## src/rtl/hdc_dataset_sequencer.sv

```systemverilog
// rtl/hdc_dataset_sequencer.sv - train/test dataset sequencer for the HDC datapath
// Optional accuracy counter enabled by macro HDC_SEQ_ACCURACY_EN.
module hdc_dataset_sequencer #(
   parameter int TRAIN_COUNT = 6238,
   parameter int TEST_COUNT  = 1559,
   parameter int CLASS_COUNT = 26
) (
   input  logic        clk,
   input  logic        nrst,
   input  logic        en,
   input  logic        go,
   input  logic        sample_valid,
   input  logic [4:0]  sample_label,
   input  logic        encoding_done,
   input  logic        class_gen_done,
   input  logic        checking_inference,
   input  logic [4:0]  class_inference,
   output logic        sample_ready,
   output logic        start_hdc,
   output logic        start_mapping,
   output logic [4:0]  class_select_bits,
   output logic        start_binarizing,
   output logic        training_dataset_finished,
   output logic        testing_dataset_finished,
   output logic [15:0] sample_index,
   output logic [15:0] correct_count,
   output logic        label_error,
   output logic        seq_busy,
   output logic        seq_done
);

   typedef enum logic [3:0] {
      IDLE, KICK, TR_WAIT, TR_MAP, TR_ENC, BIN, TS_WAIT, TS_MAP, TS_INF, DONE
   } state_t;

   localparam logic [15:0] TRAIN_N   = 16'(TRAIN_COUNT);
   localparam logic [15:0] TEST_N    = 16'(TEST_COUNT);
   localparam logic [5:0]  CLASS_LIM = 6'(CLASS_COUNT);

   state_t state, state_nx;

   logic ready_q, bin_q;
   logic label_bad, wait_ok;
   logic take, bad_take, restart, bin_entry, bin_exit, done_entry, infer_evt;

   // A label-error consume leaves us in WAIT; the ready_q guard stops the
   // still-held sample_valid from being consumed twice.
   assign wait_ok   = sample_valid && !ready_q;
   assign label_bad = ({1'b0, sample_label} >= CLASS_LIM);

   always_ff @(posedge clk or posedge nrst) begin
      if (nrst)
         state <= IDLE;
      else if (en)
         state <= state_nx;
   end

   always_comb begin
      state_nx   = state;
      take       = 1'b0;
      bad_take   = 1'b0;
      restart    = 1'b0;
      bin_entry  = 1'b0;
      bin_exit   = 1'b0;
      done_entry = 1'b0;
      infer_evt  = 1'b0;
      case (state)
         IDLE, DONE: begin
            if (go) begin
               state_nx = KICK;
               restart  = 1'b1;
            end
         end
         KICK: state_nx = TR_WAIT;
         TR_WAIT: begin
            if (wait_ok) begin
               if (label_bad) begin
                  bad_take = 1'b1;
               end else begin
                  take     = 1'b1;
                  state_nx = TR_MAP;
               end
            end
         end
         TR_MAP: state_nx = TR_ENC;
         TR_ENC: begin
            if (encoding_done) begin
               if (sample_index == TRAIN_N) begin
                  state_nx  = BIN;
                  bin_entry = 1'b1;
               end else begin
                  state_nx = TR_WAIT;
               end
            end
         end
         BIN: begin
            if (class_gen_done) begin
               state_nx = TS_WAIT;
               bin_exit = 1'b1;
            end
         end
         TS_WAIT: begin
            if (wait_ok) begin
               if (label_bad) begin
                  bad_take = 1'b1;
               end else begin
                  take     = 1'b1;
                  state_nx = TS_MAP;
               end
            end
         end
         TS_MAP: state_nx = TS_INF;
         TS_INF: begin
            if (checking_inference) begin
               infer_evt = 1'b1;
               if (sample_index == TEST_N) begin
                  state_nx   = DONE;
                  done_entry = 1'b1;
               end else begin
                  state_nx = TS_WAIT;
               end
            end
         end
         default: state_nx = IDLE;
      endcase
   end

   always_ff @(posedge clk or posedge nrst) begin
      if (nrst) begin
         ready_q                   <= 1'b0;
         bin_q                     <= 1'b0;
         sample_index              <= 16'd0;
         class_select_bits         <= 5'd0;
         label_error               <= 1'b0;
         training_dataset_finished <= 1'b0;
         testing_dataset_finished  <= 1'b0;
      end else if (en) begin
         ready_q <= take | bad_take;
         bin_q   <= bin_entry;
         if (restart) begin
            sample_index              <= 16'd0;
            label_error               <= 1'b0;
            training_dataset_finished <= 1'b0;
            testing_dataset_finished  <= 1'b0;
         end
         if (take) begin
            sample_index      <= sample_index + 16'd1;
            class_select_bits <= sample_label;
         end
         if (bad_take)
            label_error <= 1'b1;
         if (bin_entry)
            training_dataset_finished <= 1'b1;
         if (bin_exit)
            sample_index <= 16'd0;
         if (done_entry)
            testing_dataset_finished <= 1'b1;
      end
   end

   // Pulses are gated by en so a frozen sequencer never repeats them.
   assign sample_ready     = ready_q & en;
   assign start_binarizing = bin_q & en;
   assign start_hdc        = en & (state == KICK);
   assign start_mapping    = en & ((state == TR_MAP) || (state == TS_MAP));
   assign seq_busy         = (state != IDLE) && (state != DONE);
   assign seq_done         = (state == DONE);

`ifdef HDC_SEQ_ACCURACY_EN
   logic [15:0] correct_q;

   always_ff @(posedge clk or posedge nrst) begin
      if (nrst) begin
         correct_q <= 16'd0;
      end else if (en) begin
         if (restart)
            correct_q <= 16'd0;
         else if (infer_evt && (class_inference == class_select_bits) &&
                  (correct_q != 16'hFFFF))
            correct_q <= correct_q + 16'd1;
      end
   end

   assign correct_count = correct_q;
`else
   logic unused_accuracy;

   assign unused_accuracy = ^{class_inference, infer_evt};
   assign correct_count   = 16'd0;
`endif

endmodule
```

## config.mk

```make
export PLATFORM = sky130hd
export DESIGN_NAME = hdc_dataset_sequencer
export DESIGN_NICKNAME = d
export VERILOG_FILES = /design/src/rtl/hdc_dataset_sequencer.sv
export SDC_FILE = /design/constraint.sdc
export NUM_CORES = 1
export LEC_CHECK = 0
export ABC_CLOCK_PERIOD_IN_PS = 3440
export CAP_MARGIN = 25
export CELL_PAD_IN_SITES_DETAIL_PLACEMENT = 1
export CELL_PAD_IN_SITES_GLOBAL_PLACEMENT = 1
export CORE_MARGIN = 2
export CORE_UTILIZATION = 36
export DETAILED_ROUTE_END_ITERATION = 12
export PLACE_DENSITY = 0.95
export SLEW_MARGIN = 40
export SYNTH_ARGS = -nofsm -noshare
export SYNTH_HDL_FRONTEND = slang
export SYNTH_SLANG_ARGS = --single-unit
```

## constraint.sdc

```tcl
create_clock -name clk -period 3.44 [get_ports clk]
set_input_delay 0.516 -clock clk [delete_from_list [all_inputs] [get_ports clk]]
set_output_delay 0.516 -clock clk [all_outputs]
set_load 0.01 [all_outputs]
```

* After elaboration in Yosys (flattened, before gate mapping)
Index checks and enable logic that the tools add are counted.
** Storage, ports and cells
- Flip-flop bits (word level) :: 30
- Output and inout port bits :: 46
** Cells by class
- $add $sub $neg :: 1
- $lt $le $gt $ge :: 1
- Eq/ne operators :: 20
- Multiplexer cells :: 34
- Bitwise operators :: 5
- Reductions and logical operators :: 18
** Operator list (count)
- 16-bit two-way mux :: 3
- 4-bit two-way mux :: 9
- 4-bit case mux with 9 select lines :: 1
- 1-bit two-way mux :: 20
- 16-bit by 1-bit adder with 16-bit output, second input constant :: 1
- 16-bit by 11-bit == test with 1-bit output, second input constant :: 1
- 16-bit by 13-bit == test with 1-bit output, second input constant :: 1
- 4-bit by 3-bit == test with 1-bit output, second input constant :: 4
- 2-bit != test, second input constant :: 8
- 2-bit AND reduction :: 5
- 9-bit AND reduction :: 1
- 4-bit by 2-bit == test with 1-bit output, second input constant :: 2
- 4-bit == test, second input constant :: 2
- 2-bit nonzero test :: 3
- 5-bit greater-or-equal comparator, second input constant :: 1
- 1-bit AND :: 4
- 4-bit by 1-bit == test with 1-bit output, second input constant :: 1
- 4-bit logical NOT :: 1
- 4-bit != test, second input constant :: 1
- 4-bit nonzero test :: 1
- 2-bit OR reduction :: 2
- 3-bit two-way mux :: 1
- 3-bit nonzero test :: 1
- 1-bit logical AND :: 2
- other kinds (3) :: 3

* Depth between registers and ports, before layout
- Depth after elaboration :: 6
- Gate-level depth with buffers :: 7

* Least setup slack after synthesis
OpenSTA, ideal clock, no wires.
- Path kind :: in2reg
- From :: in sample_valid
- To :: reg sample_index[13]
- Library setup time :: 0.078 ns
- Arrival time :: 1.779 ns
- Required time :: 3.362 ns
- Slack :: 1.584 ns
- Stages on the path :: 5
- Buffers on the path :: 0
- Cell sequence :: nor2b_1 > nand4_4 > and3_4 > or4_1 > a21oi_1
** Between the ends
- Cells in the longest elaborated chain, start to end :: 5
** Ends and longest elaborated chain
- from (decl) :: line 12 : input logic sample_valid,
- 1-bit logical AND (*) :: line 48 : assign wait_ok = sample_valid && !ready_q;
- 1-bit two-way mux (*) :: line 76 : if (wait_ok) begin
- 1-bit two-way mux (*)
- 3-bit nonzero test (no source line) / 16-bit two-way mux (equally long branches)
- 2-bit AND reduction (no source line) / 16-bit two-way mux (equally long branches)
- to (signal assigned) :: line 147 : sample_index <= sample_index + 16'd1;
- to (decl) :: line 25 : output logic [15:0] sample_index,
Mark *: on every way between the ends. The rest lies on a longest branch, timed or not.
A chain may end at the register's enable or synchronous reset.

* Worst setup path in the final report
- From :: in en
- To :: out start_mapping
** Between the ends
- Cells in the longest elaborated chain, start to end :: 1
** Ends and longest elaborated chain
- from (decl) :: line 10 : input logic en,
- 1-bit AND :: line 165 : assign start_mapping = en & ((state == TR_MAP) || (state == TS_MAP));
- to (decl) :: line 20 : output logic start_mapping,
No other way between the ends.

==> metrics.md <==
| Metric | Value |
|---|---|
| Worst path slowest cell | clkdlybuf4s50_1 |
| Main synth FF type | dfrtp_1 |
| Final WL | 5.28 mm |
| Ys Warns | 0 |
| Max-cap violation count | 0 |
| DR WL met2 | 2.71 mm |
| Commonest non-fill, non-tap cell in the layout | clkdlybuf4s50_1 |
| CTS buffer count | 5 |
| Vias after detailed routing | 1760 |
| CP arrival | 2170 ps |
| Final Cell Area | 2440 um^2 |
| Least-Margin Pin Slew | 562 ps |
| Layout Cells excl Fill | 331 |
| Post-Syn Area per Cell | 8.60 um^2 |
| Rel. slew slack | 62.6% |
| Seq cells post-synth | 30 |
| Register Area | 751 um^2 |
| Number of antenna diodes | 0 |
| GP Congestion | 0.804 |
| Dpl cells | 323 |
| Post-synth cell types | 48 |
| Total GRT Usage | 19.2% |
| Most frequent cells in the layout | clkdlybuf4s50_1, nand2_1, dfrtp_1 |
| DRC | 0 |
| Starting DRT DRC Count | 91 |
| Ys async rst share | 100% |
| Clock latency on the worst-skew pair | 290 ps |
| Post-synth EDFFs | 0 |
| Worst EP required | 2920 ps |
| Max Used Layer | met4 |
| Most used cell, CP | clkdlybuf4s50_1 |
| Nets@finish | 280 |
| Setup Skew | 8.42 ps |
| Vias per cell | 5.32 |
| Hold Path Depth | 2 |
| CTS hold repair buffers | 0 |
| WL met3 | 225 um |
| Final Cycle Share | 78.1% |
| Register area share after synthesis | 39.9% |
| Final ANT Viol Nets | 0 |
| First-pass GRT wire length | 8.92 mm |
| Global route overflow | 0 |
| Die width | 76.3 um |
| RSZ-0062 raised after global routing | no |
| Critical path's largest stage delay | 790 ps |
| Core Region | 5070 um^2 |
| Drt wl/cell | 15.9 um |
| DR pass1 iterations | 4 |
| Initial Util | 37.1% |
| Fmax | 0.372 GHz |
| Synth Instances | 219 |
| Setup bufs post-CTS | 0 |
| Min-Delay Path Class | reg2reg |
| Setup TNS | 0 ps |
| Worst setup EP type | output port |
| Die height | 76.3 um |
| Setup crit start kind | primary input |
| Peak supply drop | 0.266 mV |
| P_leak | 1.01 nW |
| Highest net fanout along the worst path | 14 |
| Crit Path Class | in2out |
| Final hold viol count | 0 |
| Pwr dens | 641 nW/um^2 |
| Area occupied by multi-input gates | 1010 um^2 |
| DP Area | 2290 um^2 |
| Post-CTS sizing | 0 |
| Synthesized cell area | 1880 um^2 |
| Final Critical Period | 2690 ps |
| Die Area | 5830 um^2 |
| CTS tree | yes |
| Min Hold Slack | 483 ps |
| Row count | 26 |
| Met1 WL | 2.24 mm |
| Initial antenna violation count | 0 |
| Pin count of the biggest net entering global routing | 31 |
| Crit-path cells | clkdlybuf4s50_1 -> nand2_1 -> nor3_1 -> clkdlybuf4s50_1 |
| Ports | 64 |
| Vias in the first global route | 1796 |
| Root Buffer | clkbuf_8 |
| Clock slew at reported path FFs | 70 ps |
| CTS sink count | 30 |
| Fin. max-slew vios | 0 |
| Layout cells sized above 1 | 6.51% |
| # setup viols final | 0 |
| Clock H-tree levels | 2 |
| Total power | 1.56 mW |
| Area growth, synth to finish | 29.4% |
| Status | finished, final reports clean |
| R2r worst-path depth | 5 |
| Longest Clk Path Bufs | 2 |
| Post-DP HPWL | 3.77 mm |
| Fillers | 616 |
| IO buf count | 42 |
cell usage after synthesis, types with 2 or more instances:
cell | n | area, um^2
nand2_1 | 37 | 139
dfrtp_1 | 30 | 751
o21ai_0 | 22 | 110
buf_4 | 16 | 120
nor2_1 | 15 | 56.3
nand3_1 | 10 | 50.1
o31ai_1 | 7 | 52.6
inv_1 | 6 | 22.5
nand4_1 | 5 | 31.3
nor2b_1 | 5 | 31.3
and2_1 | 4 | 25.0
clkbuf_1 | 4 | 15.0
nor3_1 | 4 | 20.0
a21oi_1 | 3 | 15.0
a31oi_1 | 3 | 18.8
and3_1 | 3 | 18.8
and4_1 | 3 | 26.3
nor4bb_1 | 3 | 30.0
buf_2 | 2 | 10.0
ha_1 | 2 | 25.0
mux2_2 | 2 | 22.5
nand2b_1 | 2 | 12.5
nor3b_1 | 2 | 15.0
nor4_1 | 2 | 12.5
o22ai_1 | 2 | 12.5
or3_1 | 2 | 12.5
xor2_1 | 2 | 17.5
metal layers:
| layer | global-route usage (%) | vias up |
|---|---|---|
| met1 | 23.6 | 866 |
| met5 | 0 | - |
| met2 | 31.9 | 50 |
| met4 | 8.91 | 0 |
| met3 | 4.38 | 10 |
| li1 | - | 834 |
power breakdown:
part           switching, mW  internal [mW]  leakage [nW]
Combinational          0.285          0.283         0.535
Clock                  0.142          0.309        0.0714
Sequential             0.120          0.424         0.404
worst max-delay path, delay by kind of cell:
family,cells,cell delay [ps]
buffers and inverters,2,1370
AND/OR/NAND/NOR,2,290
state kept, by name (all words and copies together) (netlist names):
| name | count |
|---|---|
| state | 4 |
| testing_dataset_finished | 1 |
| training_dataset_finished | 1 |
| sample_index | 16 |
| label_error | 1 |
| bin_q | 1 |
| class_select_bits | 5 |
| ready_q | 1 |
stage by stage:
step / worst slack (ps) / util (%)
after floorplan: 1580 / -
after detailed placement: 699 / 45.2
after global placement: 736 / 45.2
after CTS: 747 / 48.0
final: 752 / 48.0
after global routing: 628 / 48.0
cell type report:
| cell class | count | area share [%] |
|---|---|---|
| Clock buffer | 6 | 3.39 |
| Tap cell | 70 | 3.59 |
| Clock inverter | 2 | 2.46 |
| Multi-Input combinational cell | 174 | 41.3 |
| Sequential cell | 30 | 30.8 |
| Inverter | 6 | 0.924 |
| Timing Repair Buffer | 43 | 17.6 |
worst paths after layout:
path | to | slack (ps) | from
worst min register to register | class_select_bits[4] | 480 | class_select_bits[4]
worst max-delay path | start_mapping | 750 | en
worst min-delay path | class_select_bits[4] | 480 | class_select_bits[4]
min in group asynchronous | state[2] | 610 | nrst
worst max register to register | sample_index[13] | 1100 | state[0]
max in group asynchronous | class_select_bits[4] | 2550 | nrst
logic make-up after synthesis:
group,share of synthesized area [%]
and+or+nand+nor,31.3
AOI/OAI and AO/OA,14.2
DFF,39.9
buffers and inverters,9.70
xor gates and xnor gates,2.26
adders and majority gates,1.33
muxes,1.20
other,0.199
(Power assumes the default switching activity.)
